===== config.mk =====
export PLATFORM = sky130hd
export DESIGN_NAME = dmem_access_ctrl
export DESIGN_NICKNAME = d
export VERILOG_FILES = /design/src/rtl/dmem_access_ctrl.sv
export SDC_FILE = /design/constraint.sdc
export NUM_CORES = 1
export LEC_CHECK = 0
export BUFFER_PORTS_ARGS = -buffer_cell sky130_fd_sc_hd__buf_2
export CAP_MARGIN = 10
export CORE_MARGIN = 1.5
export CORE_UTILIZATION = 40
export CTS_BUF_LIST = sky130_fd_sc_hd__clkbuf_8 sky130_fd_sc_hd__clkbuf_16
export CTS_CLUSTER_DIAMETER = 150
export DETAILED_ROUTE_END_ITERATION = 12
export MAX_ROUTING_LAYER = met4
export PLACE_DENSITY_LB_ADDON = 0.08
export RECOVER_POWER = 25
export SLEW_MARGIN = 15
export SYNTH_ARGS = -nofsm -noshare
export SYNTH_HDL_FRONTEND = slang
export SYNTH_SLANG_ARGS = --single-unit

===== constraint.sdc =====
create_clock -name clk -period 26.5 [get_ports clk]
set_input_delay 2.65 -clock clk [delete_from_list [all_inputs] [get_ports clk]]
set_output_delay 2.65 -clock clk [all_outputs]
set_load 0.1 [all_outputs]

===== src/rtl/dmem_access_ctrl.sv =====
// dmem_access_ctrl: shares a byte-addressed 64-bit data memory between two
// requesters (port 0 = pipeline MEM stage, port 1 = loader/debug). Handles
// byte/half/word/dword loads with sign/zero extension and stores. Sub-dword
// stores are done as read-modify-write of the enclosing aligned dword.
// Misaligned or out-of-range accesses complete with err and never touch memory.
module dmem_access_ctrl #(
  parameter int unsigned MEM_BYTES = 1024,
  parameter bit          RR_EN     = 1'b1
) (
  input  logic        clk,
  input  logic        reset,
  input  logic        p0_req,
  input  logic        p0_we,
  input  logic [63:0] p0_addr,
  input  logic [1:0]  p0_size,
  input  logic        p0_unsigned,
  input  logic [63:0] p0_wdata,
  output logic        p0_done,
  output logic [63:0] p0_rdata,
  output logic        p0_err,
  input  logic        p1_req,
  input  logic        p1_we,
  input  logic [63:0] p1_addr,
  input  logic [1:0]  p1_size,
  input  logic        p1_unsigned,
  input  logic [63:0] p1_wdata,
  output logic        p1_done,
  output logic [63:0] p1_rdata,
  output logic        p1_err,
  output logic [63:0] mem_addr,
  output logic        mem_read,
  output logic        mem_write,
  output logic [63:0] mem_wdata,
  input  logic [63:0] mem_rdata
);

  typedef enum logic [1:0] {
    ST_IDLE  = 2'd0,
    ST_READ  = 2'd1,
    ST_WRITE = 2'd2,
    ST_DONE  = 2'd3
  } state_t;

  state_t      state_r;
  logic        owner_r;
  logic        we_r;
  logic        uns_r;
  logic [1:0]  size_r;
  logic [2:0]  off_r;
  logic [63:0] wdata_r;
  logic [63:0] rbuf_r;
  logic        last_grant_r;

  logic        grant_s;
  logic        req_any_s;
  logic        req_we_s;
  logic        req_uns_s;
  logic        req_err_s;
  logic [1:0]  req_size_s;
  logic [63:0] req_addr_s;
  logic [63:0] req_wdata_s;
  logic [63:0] load_val_s;

  // Misaligned, or last byte lands at/after MEM_BYTES. 65-bit sum so huge
  // addresses cannot wrap back into range.
  function automatic logic access_err(input logic [63:0] addr, input logic [1:0] size);
    logic [2:0]  align_mask;
    logic [64:0] end_addr;
    align_mask = 3'((4'd1 << size) - 4'd1);
    end_addr   = {1'b0, addr} + (65'd1 << size);
    return ((addr[2:0] & align_mask) != 3'd0) || (end_addr > 65'(MEM_BYTES));
  endfunction

  // Pick the addressed bytes out of a dword and extend them to 64 bits.
  function automatic logic [63:0] load_extract(input logic [63:0] dword, input logic [2:0] off,
                                               input logic [1:0] size, input logic uns);
    logic [63:0] sh;
    sh = dword >> {off, 3'b000};
    case (size)
      2'd0:    return uns ? {56'd0, sh[7:0]}  : {{56{sh[7]}},  sh[7:0]};
      2'd1:    return uns ? {48'd0, sh[15:0]} : {{48{sh[15]}}, sh[15:0]};
      2'd2:    return uns ? {32'd0, sh[31:0]} : {{32{sh[31]}}, sh[31:0]};
      default: return sh;
    endcase
  endfunction

  // Replace bytes [off +: 1<<size] of old with the low bytes of wd.
  function automatic logic [63:0] store_merge(input logic [63:0] old, input logic [63:0] wd,
                                              input logic [2:0] off, input logic [1:0] size);
    logic [63:0] mask;
    case (size)
      2'd0:    mask = 64'h0000_0000_0000_00FF;
      2'd1:    mask = 64'h0000_0000_0000_FFFF;
      2'd2:    mask = 64'h0000_0000_FFFF_FFFF;
      default: mask = 64'hFFFF_FFFF_FFFF_FFFF;
    endcase
    return (old & ~(mask << {off, 3'b000})) | ((wd & mask) << {off, 3'b000});
  endfunction

  // Arbitration: round-robin against the last served port, or port 0 first.
  always_comb begin
    req_any_s = p0_req | p1_req;
    if (p0_req && p1_req) begin
      if (RR_EN) begin
        grant_s = ~last_grant_r;
      end else begin
        grant_s = 1'b0;
      end
    end else if (p1_req) begin
      grant_s = 1'b1;
    end else begin
      grant_s = 1'b0;
    end
  end

  // Route the granted port's request fields.
  always_comb begin
    if (grant_s) begin
      req_we_s    = p1_we;
      req_addr_s  = p1_addr;
      req_size_s  = p1_size;
      req_uns_s   = p1_unsigned;
      req_wdata_s = p1_wdata;
    end else begin
      req_we_s    = p0_we;
      req_addr_s  = p0_addr;
      req_size_s  = p0_size;
      req_uns_s   = p0_unsigned;
      req_wdata_s = p0_wdata;
    end
    req_err_s  = access_err(req_addr_s, req_size_s);
    load_val_s = load_extract(mem_rdata, off_r, size_r, uns_r);
  end

  // Write data: full dword for dword stores, otherwise the merged read buffer.
  always_comb begin
    if (state_r == ST_WRITE) begin
      mem_wdata = store_merge(rbuf_r, wdata_r, off_r, size_r);
    end else begin
      mem_wdata = 64'd0;
    end
  end

  // Transaction FSM with registered strobes and completion outputs.
  always_ff @(posedge clk or posedge reset) begin
    if (reset) begin
      state_r      <= ST_IDLE;
      owner_r      <= 1'b0;
      we_r         <= 1'b0;
      uns_r        <= 1'b0;
      size_r       <= 2'd0;
      off_r        <= 3'd0;
      wdata_r      <= 64'd0;
      rbuf_r       <= 64'd0;
      last_grant_r <= 1'b1;
      mem_addr     <= 64'd0;
      mem_read     <= 1'b0;
      mem_write    <= 1'b0;
      p0_done      <= 1'b0;
      p0_rdata     <= 64'd0;
      p0_err       <= 1'b0;
      p1_done      <= 1'b0;
      p1_rdata     <= 64'd0;
      p1_err       <= 1'b0;
    end else begin
      case (state_r)
        ST_IDLE: begin
          if (req_any_s) begin
            owner_r  <= grant_s;
            we_r     <= req_we_s;
            uns_r    <= req_uns_s;
            size_r   <= req_size_s;
            off_r    <= req_addr_s[2:0];
            wdata_r  <= req_wdata_s;
            mem_addr <= {req_addr_s[63:3], 3'b000};
            if (req_err_s) begin
              state_r <= ST_DONE;
              p0_done <= ~grant_s;
              p0_err  <= ~grant_s;
              p1_done <= grant_s;
              p1_err  <= grant_s;
            end else if (req_we_s && (req_size_s == 2'd3)) begin
              state_r   <= ST_WRITE;
              mem_write <= 1'b1;
            end else begin
              state_r  <= ST_READ;
              mem_read <= 1'b1;
            end
          end else begin
            state_r <= ST_IDLE;
          end
        end
        ST_READ: begin
          mem_read <= 1'b0;
          rbuf_r   <= mem_rdata;
          if (we_r) begin
            state_r   <= ST_WRITE;
            mem_write <= 1'b1;
          end else begin
            state_r  <= ST_DONE;
            p0_done  <= ~owner_r;
            p1_done  <= owner_r;
            p0_rdata <= owner_r ? 64'd0 : load_val_s;
            p1_rdata <= owner_r ? load_val_s : 64'd0;
          end
        end
        ST_WRITE: begin
          mem_write <= 1'b0;
          state_r   <= ST_DONE;
          p0_done   <= ~owner_r;
          p1_done   <= owner_r;
        end
        ST_DONE: begin
          state_r      <= ST_IDLE;
          last_grant_r <= owner_r;
          p0_done      <= 1'b0;
          p0_rdata     <= 64'd0;
          p0_err       <= 1'b0;
          p1_done      <= 1'b0;
          p1_rdata     <= 64'd0;
          p1_err       <= 1'b0;
        end
        default: begin
          state_r   <= ST_IDLE;
          mem_read  <= 1'b0;
          mem_write <= 1'b0;
        end
      endcase
    end
  end

endmodule


[After elaboration in Yosys (flattened, before gate mapping)]
Index checks and enable logic that the tools add are counted.
Operators by class
  shift-type cells: 5
  bitwise logic cells: 9
  add/sub/neg operators: 2
  multiplexer cells: 44
  order comparisons: 1
  equality and inequality tests: 13
  reduce and logical (&&, ||, !) cells: 16
Operator list (count)
  $mux 64: 11
  $pmux 64 s3: 2
  $pmux 64 s2: 2
  $and 64x64->64: 2
  $shl 64x6->64: 2
  $add 64x65->65: 1
  $gt 65x11->1 const B: 1
  $shl 1x2->65 const A: 1
  $not 64->64: 1
  $or 64x64->64: 1
  $shr 64x6->64: 1
  $mux 1: 18
  $ne 2x2->1 const B: 7
  $eq 2x2->1 const B: 4
  $mux 2: 4
  $pmux 1 s4: 2
  $pmux 2 s4: 1
  $pmux 1 s2: 3
  $reduce_and 3->1: 2
  $reduce_bool 2->1: 3
  $reduce_bool 3->1: 2
  $reduce_and 5->1: 1
  $eq 2x1->1 const B: 2
  $logic_not 2->1: 2
  other kinds (10): 14
Word-level totals
  input port bits: 332
  register bits after elaboration: 334
  output and inout bits: 262

[Logic depth before layout (Yosys ltp)]
Gate-level depths: netlist of the first run.
  word-level depth: 11
  mapped depth: 24
  depth with buffers taken out: 15

[Worst setup path after synthesis of the first run]
No wires, ideal clock.
  kind: input to register
  from: in p1_req
  to: reg p0_done
  slack: 19.017 ns
  stages: 24
  required time: 26.369 ns
  setup time: 0.131 ns
  data arrival time: 7.352 ns
  cell sequence: a21bo_1 buf_6 buf_12 buf_6 buf_2 buf_2 buf_4 buf_2 clkbuf_1 nand2_1 nand2_1 ha_1 fa_1 a21o_1 a21oi_1 a2111oi_0 xnor2_1 o21ai_0 a2111oi_1 nand4_1 or4_1 buf_2 nor4b_1 nor3_1
Between the ends
  elaborated cells on any way between the ends: 21
  those cells by class: add/sub (2); order compare (1); eq/ne (2); shift (2); mux (7); bitwise (3); reduce/logical (4)
RTL lines
  start, declared: line 21  | input logic p1_req,
  $mux 1 or $logic_and 1x1->1 (tied branches): line 109, 103
  $mux 1 *: line 103  | if (p0_req && p1_req) begin
  $mux 64 *: line 118  | if (grant_s) begin
  net req_addr_s[0]: line 60  | logic [63:0] req_addr_s;
  $add 64x65->65 or $and 3x3->3 (tied branches): line 70, 71
  $gt 65x11->1 or $reduce_bool 3->1 (tied branches): line 71  | return ((addr[2:0] & align_mask) != 3'd0) || (end_addr > 65'(MEM_BYTES));
  $logic_or 1x1->1 *: line 71
  $ne 2x2->1 (no source line) *
  $reduce_and 3->1 (no source line) *
  end signal, assigned: line 178  | p0_done <= ~grant_s;
  end signal, assigned: line 201  | p0_done <= ~owner_r;
  end signal, assigned: line 210  | p0_done <= ~owner_r;
  end, declared: line 18  | output logic p0_done,
Mark *: on every way through the listed nets, which the timed path passes. The rest lies on a longest branch. The select of a mux whose other input is x is not followed.
A chain may end at the register's enable or synchronous reset.

[Worst setup path in the final report of the first run]
  from: in p1_req
  to: reg mem_read
Between the ends
  longest elaborated chain between the ends: 10
  elaborated cells on any way between the ends: 21
  those cells by class: add/sub (2); order compare (1); eq/ne (4); shift (2); mux (5); bitwise (2); reduce/logical (5)
Ends and longest elaborated chain
  parallel branches: the longest is 9 deep, another holds $add 64x65->65
  $reduce_and 4->1 (no source line) *
  end signal, assigned: line 157  | mem_read <= 1'b0;
  end signal, assigned: line 187  | mem_read <= 1'b1;
  end signal, assigned: line 194  | mem_read <= 1'b0;
  end, declared: line 31  | output logic mem_read,
Every way passes the cells marked *.

==> metrics.md, run 1 <==
| Metric | Value |
|---|---|
| Horizontal extent of the die | 233 um |
| Synthesized area | 21100 um2 |
| Overall global routing resource usage | 36.8% |
| CTS Buffer Depth | 3 |
| Filler cells | 5222 |
| Worst Path Max Fanout | 178 |
| Final GP Congestion | 1.01 |
| Final clock period utilization by the worst path | 52.0% |
| Number of nets in the final layout | 3339 |
| Routed wire length per instance | 26.9 um |
| Violations in the final reports | max-capacitance violations, max-slew violations |
| CTS Hold Buffers Added | 0 |
| Most area-consuming cells after synthesis | sky130_fd_sc_hd__dfrtp_1, sky130_fd_sc_hd__nand2_1, sky130_fd_sc_hd__mux2_2 |
| Total congestion overflow | 0 |
| Hold Vio Cnt, Final | 0 |
| Dominant combinational cell family by area after synthesis | simple AND/OR/NAND/NOR gates |
| Area growth from synthesis to layout | 21.1% |
| Post-layout min period | 13770 ps |
| Post-synthesis share of cell area spent on and, or, nand and nor gates | 22.7% |
| Kind of end point of the critical path | flop |
| Worst reg-to-reg path cell count | 11 |
| Cell Area, Placed | 24500 um2 |
| Chain of cells forming the critical path | clkbuf_1 -> a21boi_0 -> clkbuf_1 -> mux2i_1 -> a221o_1 -> nor2_1 -> a31oi_1 -> a2111oi_1 -> nand4_1 -> nor4_2 -> a41oi_1 -> a221o_1 |
| Vias in the first global route | 21100 |
| Number of instances in the synthesized netlist | 2525 |
| Area of combinational cells with multiple inputs | 11900 um2 |
| Endpoint with the worst hold slack | p0_rdata[25] |
| Count of endpoints failing setup in the final report | 0 |
| Post-synth ARST share | 100% |
| Wire length of the first global-routing pass | 143 mm |
| Worst-path clk slew | 70 ps |
| Area of the core | 52300 um2 |
| Leading register cell type out of synthesis | sky130_fd_sc_hd__dfrtp_1 |
| Detail Placement HPWL | 77.9 mm |
| Number of cells on the worst hold path | 2 |
| Post-Synthesis Mean Instance Area | 8.37 um2 |
| Count of instances resized after the clock tree is built | 0 |
| Result of the run | finished, violations left |
| Number of top-level pins | 594 |
| Kind of launch point of the worst setup path | primary input |
| Sequential area share after synthesis | 39.6% |
| Clock buffer count from CTS | 40 |
| Critical path data arrival time | 14260 ps |
| Slew at the pin closest to its max-slew limit | 8600 ps |
| RSZ-0062 raised after global routing | false |
| Detailed-route via count | 22400 |
| Post-route ant nets | 0 |
| Unique masters post-synth | 88 |
| TritonRoute pass-1 iters | 6 |
| Initial antenna violation count | 7 |
| Via count normalized by instance count | 6.04 |
| Startpoint of the worst hold path | p0_rdata[25] |
| R2r startpoint | last_grant_r |
| Worst reg-to-reg setup slack | 14560 ps |
| WP data required | 26980 ps |
| Clock root buffer | sky130_fd_sc_hd__clkbuf_16 |
| Sequential cell area | 8370 um2 |
| Count of yosys warnings during synthesis | 0 |
| Starting utilization of the core area | 40.4% |
| Post-route design area | 25600 um2 |
| Max Clock Freq | 0.0726 GHz |
| Maximum level of the CTS H-tree | 2 |
| Count of state elements after synthesis | 334 |
| Share of layout cells above drive strength 1 | 25.4% |
| Area leader, netlist | sky130_fd_sc_hd__dfrtp_1 |
| End of the worst register-to-register path | mem_read |
| Worst-Skew Late Latency | 610 ps |
| Area share of the leading cell type in the synthesized netlist | 39.4% |
| Final routed DRC violation total | 0 |
| Maximum cell stage delay along the critical path | 5880 ps |
| Number of synthesized flops with an enable pin | 0 |
| Count of max-cap constraint violations | 7 |
| Total wirelength of the detailed-routed design | 100 mm |
| Synth Area in Compound Gates | 20.4% |
| Count of standard-cell rows | 84 |
| Xor/xnor share of the synthesized area | 1.45% |
| Die Area | 54200 um2 |
| Hold/Removal Path Class | reg -> reg |
| Category of the critical setup timing path | in -> reg |
| Maximum number of pins on one net before global-route repair | 179 |
| Die Height | 233 um |
| Iteration-0 DRC count of the detailed router | 2235 |
| Post-CTS setup repair buffer count | 0 |
| # port buffers | 590 |
| Total number of clock tree sinks | 334 |
| Slowest stage cell on the critical path | sky130_fd_sc_hd__clkbuf_1 |
| Largest clock skew in the final design | 34.9 ps |
| Proportion of synthesized area in mux cells | 11.0% |
| Adder and majority gate portion of the synthesized area | 0.687% |
| Final total negative setup slack | 0 ps |
| TritonCTS clock tree | yes |
| Final-report max-slew violation count | 750 |
| Normalized max-slew margin | -473% |
[registers in the layout, indices dropped and copies added, names as in the netlist, 2 cells and up]
| signal | cells |
|---|---|
| p0_rdata | 64 |
| p1_rdata | 64 |
| rbuf_r | 64 |
| wdata_r | 64 |
| mem_addr | 61 |
| off_r | 3 |
| size_r | 2 |
| state_r | 2 |
[worst max-delay path by stage]
stage	start	end	depth (start not counted)
finish	p1_req	mem_read	12
global route	reset	mem_addr[28]	3
CTS	p1_req	mem_read	17
detailed placement	p1_req	mem_read	17
global placement	p1_req	mem_read	17
floorplan	reset	mem_addr[10]	1
[placed cells by master, fill, tap and decap left out, types with 7 or more instances in the layout]
cell,instances
sky130_fd_sc_hd__a21boi_0,16
sky130_fd_sc_hd__nand4_1,47
sky130_fd_sc_hd__a21oi_1,130
sky130_fd_sc_hd__nor2_1,199
sky130_fd_sc_hd__nor3b_1,10
sky130_fd_sc_hd__nor2b_1,39
sky130_fd_sc_hd__xor2_1,8
sky130_fd_sc_hd__nor4_1,24
sky130_fd_sc_hd__clkbuf_1,69
sky130_fd_sc_hd__and3_1,13
sky130_fd_sc_hd__or3_1,15
sky130_fd_sc_hd__clkbuf_8,7
sky130_fd_sc_hd__and2_1,36
sky130_fd_sc_hd__or2_2,7
sky130_fd_sc_hd__nor3_1,50
sky130_fd_sc_hd__a221oi_1,22
sky130_fd_sc_hd__inv_1,22
sky130_fd_sc_hd__o22ai_1,22
sky130_fd_sc_hd__a31oi_1,105
sky130_fd_sc_hd__o21ai_1,8
sky130_fd_sc_hd__clkbuf_16,41
sky130_fd_sc_hd__ha_1,9
sky130_fd_sc_hd__mux2_2,106
sky130_fd_sc_hd__o21ai_0,223
sky130_fd_sc_hd__buf_2,526
sky130_fd_sc_hd__a22oi_1,28
sky130_fd_sc_hd__buf_4,22
sky130_fd_sc_hd__clkinv_2,7
sky130_fd_sc_hd__mux2i_1,107
sky130_fd_sc_hd__nand2_1,483
sky130_fd_sc_hd__and4_1,9
sky130_fd_sc_hd__xnor2_1,27
sky130_fd_sc_hd__a211oi_1,17
sky130_fd_sc_hd__a22o_1,50
sky130_fd_sc_hd__dfrtp_1,329
sky130_fd_sc_hd__nand3_1,55
[critical path: cells and delay by family]
family / cells / cell delay [ps]
AOI/OAI and AO/OA: 6 / 2660
and+or+nand+nor: 3 / 1150
muxes: 1 / 1590
buffers and inverters: 2 / 6010
[logic make-up after synthesis]
| kind of cell | count (synthesis) |
|---|---|
| other | 1 |
| adders and majority gates | 11 |
| buffers and inverters | 210 |
| AOI/OAI and AO/OA | 685 |
| and+or+nand+nor | 1033 |
| DFF | 334 |
| xor gates and xnor gates | 35 |
| muxes | 216 |
[layer usage]
layer / global-route usage, % / part of all wire (%)
met3: 5.60 / 7.6
met1: 49.3 / 43
met2: 56.8 / 46
met4: 12.2 / 3.5
met5: - / 0
[area by class of cell]
type,count,share of cell area (%)
Antenna cell,3,0.0293
Clock buffer,48,4.38
Clock inverter,18,0.714
Inverter,20,0.298
Multi-Input combinational cell,1983,46.6
Sequential cell,334,32.7
Tap cell,688,3.36
Timing Repair Buffer,617,11.9
[synth_stat cells, types with 6 or more instances]
library cell,count
sky130_fd_sc_hd__nor3_1,52
sky130_fd_sc_hd__a211oi_1,17
sky130_fd_sc_hd__o21ai_0,223
sky130_fd_sc_hd__nor2_1,200
sky130_fd_sc_hd__nand3_1,55
sky130_fd_sc_hd__buf_4,10
sky130_fd_sc_hd__a31oi_1,105
sky130_fd_sc_hd__nand2_1,484
sky130_fd_sc_hd__and3_1,13
sky130_fd_sc_hd__inv_1,20
sky130_fd_sc_hd__o21ai_1,8
sky130_fd_sc_hd__a22oi_1,28
sky130_fd_sc_hd__mux2i_1,107
sky130_fd_sc_hd__buf_2,8
sky130_fd_sc_hd__buf_1,13
sky130_fd_sc_hd__or2_2,7
sky130_fd_sc_hd__xor2_1,8
sky130_fd_sc_hd__and4_1,9
sky130_fd_sc_hd__dfrtp_1,333
sky130_fd_sc_hd__nor2b_1,39
sky130_fd_sc_hd__o22ai_1,22
sky130_fd_sc_hd__nand4_1,47
sky130_fd_sc_hd__nor4_1,24
sky130_fd_sc_hd__a221oi_1,22
sky130_fd_sc_hd__ha_1,10
sky130_fd_sc_hd__or4_1,6
sky130_fd_sc_hd__nor3b_1,10
sky130_fd_sc_hd__mux2_2,106
sky130_fd_sc_hd__and2_1,37
sky130_fd_sc_hd__a22o_1,50
sky130_fd_sc_hd__or3_1,15
sky130_fd_sc_hd__a21oi_1,130
sky130_fd_sc_hd__nor4b_1,6
sky130_fd_sc_hd__a21boi_0,15
sky130_fd_sc_hd__xnor2_1,27
sky130_fd_sc_hd__clkbuf_1,153
[through the flow]
stage | hold slack [ps] | std cells | util [%] | setup WS, ps
floorplan | 474 | 2527 | - | 14600
global placement | 458 | 3642 | 46.7 | 19040
finish | 476 | 3711 | 48.9 | 12730
detailed placement | 465 | 3642 | 46.7 | 18780
CTS | 478 | 3708 | 49.2 | 19420
global route | 504 | 3711 | 48.9 | 10760
Power of run 1 is not shown: default switching activity piles up to over one toggle a cycle in this logic, so the estimate is an artifact.
==> run 2, diff against run 1 <==
==> constraint.sdc (replaced) <==
create_clock -name clk -period 11.3 [get_ports clk]
set_input_delay 1.13 -clock clk [delete_from_list [all_inputs] [get_ports clk]]
set_output_delay 1.13 -clock clk [all_outputs]
set_load 0.1 [all_outputs]
==> run 2 against run 1 <==
- the run still ends with max-capacitance violations, max-slew violations left
- sequential cell count stayed put
- non-clock buffer count is 1 higher
- routed wire length is 1.2% higher
- clock skew is 6.0 ps lower
- first-iteration DRC count is 7.4% higher
- utilization is 0.40 points higher
- die area stayed put
- critical endpoint unchanged
- largest cell class unchanged
- highest routed layer unchanged
==> metrics.md, run 2 (same netlist as run 1, synthesis figures left out) <==
| Metric | Value |
|---|---|
| Area growth from synthesis to layout | 22.1% |
| Worst reg-to-reg setup slack | 5570 ps |
| Maximum number of pins on one net before global-route repair | 151 |
| Normalized max-slew margin | -246% |
| Result of the run | finished, violations left |
| Die Height | 233 um |
| Critical path data arrival time | 6430 ps |
| Starting utilization of the core area | 40.4% |
| Highest-count cells in the layout ignoring fill and taps | sky130_fd_sc_hd__buf_2, sky130_fd_sc_hd__nand2_1, sky130_fd_sc_hd__dfrtp_1 |
| Vias in the first global route | 21500 |
| Kind of launch point of the worst setup path | primary input |
| Post-route ant nets | 0 |
| Worst Path Max Fanout | 103 |
| Area of the core | 52300 um2 |
| Die Area | 54200 um2 |
| Detail Placement HPWL | 78.4 mm |
| Post-layout min period | 5970 ps |
| Number of top-level pins | 594 |
| Clock buffer count from CTS | 41 |
| Busiest layer in global routing | met2 |
| Total wirelength of the detailed-routed design | 101 mm |
| Total congestion overflow | 0 |
| Worst-path clk slew | 60 ps |
| Met1 demand-to-capacity share in global routing | 49.5% |
| TritonRoute pass-1 iters | 6 |
| Via count normalized by instance count | 6.05 |
| Slew at the pin closest to its max-slew limit | 5170 ps |
| WP data required | 11750 ps |
| Count of instances resized after the clock tree is built | 0 |
| Count of endpoints failing setup in the final report | 0 |
| Violations in the final reports | max-capacitance violations, max-slew violations |
| Met2 global-route usage | 57.3% |
| Final routed DRC violation total | 0 |
| Max Clock Freq | 0.167 GHz |
| Routed wire length per instance | 27.2 um |
| Hold/Removal Path Class | reg -> reg |
| Final-report max-slew violation count | 277 |
| Post-route design area | 25800 um2 |
| CTS Hold Buffers Added | 0 |
| CTS Buffer Depth | 3 |
| TritonCTS clock tree | yes |
| Utilization of the core after routing | 49.3% |
| Clock root buffer | sky130_fd_sc_hd__clkbuf_16 |
| Post-CTS setup repair buffer count | 0 |
| Hold Vio Cnt, Final | 0 |
| Initial antenna violation count | 7 |
| RSZ-0062 raised after global routing | false |
| Category of the critical setup timing path | in -> reg |
| Final GP Congestion | 1.00 |
| Maximum level of the CTS H-tree | 2 |
| Count of max-cap constraint violations | 3 |
| Met3 track demand over resource | 5.69% |
| Kind of end point of the critical path | flop |
| Largest clock skew in the final design | 28.9 ps |
| Total number of clock tree sinks | 334 |
| Count of standard-cell rows | 84 |
| Overall global routing resource usage | 37.2% |
| Most common library cell in the layout ignoring fill and taps | sky130_fd_sc_hd__buf_2 |
| Iteration-0 DRC count of the detailed router | 2401 |
| Filler cells | 5158 |
| Horizontal extent of the die | 233 um |
| Final clock period utilization by the worst path | 52.9% |
| Share of layout cells above drive strength 1 | 27.6% |
| # port buffers | 590 |
| Final total negative setup slack | 0 ps |
| Worst-Skew Late Latency | 580 ps |
| Wire length of the first global-routing pass | 144 mm |
| Cell Area, Placed | 24400 um2 |
| Number of nets in the final layout | 3341 |
| Detailed-route via count | 22500 |
[run 2: layout make-up]
class / count / area, um2 / area share [%]
clock buffer: 50 / 1160 / 4.50
timing repair buffer: 618 / 3170 / 12.3
clock inverter: 23 / 199 / 0.771
multi-input combinational: 1983 / 12000 / 46.3
inverter: 20 / 76.3 / 0.296
sequential: 334 / 8370 / 32.4
antenna: 6 / 15.0 / 0.0582
tap: 688 / 861 / 3.34
[run 2: worst paths after layout]
kind | start | to | depth (start not counted)
worst max-delay path | p1_req | mem_read | 13
worst min-delay path | p0_rdata[8] | p0_rdata[8] | 2
worst max register to register | state_r[1] | p1_rdata[63] | 8
worst min register to register | p0_rdata[8] | p0_rdata[8] | 2
max in group asynchronous | reset | wdata_r[47] | 3
min in group asynchronous | reset | p0_rdata[44] | 2
[run 2: per-layer routing]
metal	routed length, um	part of all wire, %
met2	46400	46
met5	0	0
met3	7220	7.1
met1	43800	43
met4	3770	3.7
[run 2: per-stage QoR]
stage	setup WS (ps)	instances	hold slack [ps]
after floorplan	918	2527	474
after global placement	5030	3643	460
after detailed placement	4970	3643	465
after CTS	5580	3716	478
after global routing	5030	3720	502
final	5330	3722	473
[run 2: critical path, stage by stage]
cell and delay (ps):
sky130_fd_sc_hd__buf_2 110, sky130_fd_sc_hd__a21boi_4 310, sky130_fd_sc_hd__buf_4 770, sky130_fd_sc_hd__buf_4 960
sky130_fd_sc_hd__and3_1 370, sky130_fd_sc_hd__o22ai_1 200, sky130_fd_sc_hd__nor4_2 290, sky130_fd_sc_hd__xnor2_1 160
sky130_fd_sc_hd__nor4_1 600, sky130_fd_sc_hd__nand4_1 240, sky130_fd_sc_hd__nor4_2 700, sky130_fd_sc_hd__a41oi_1 210
sky130_fd_sc_hd__a221o_1 300
Power of run 2 is left out for the same reason.
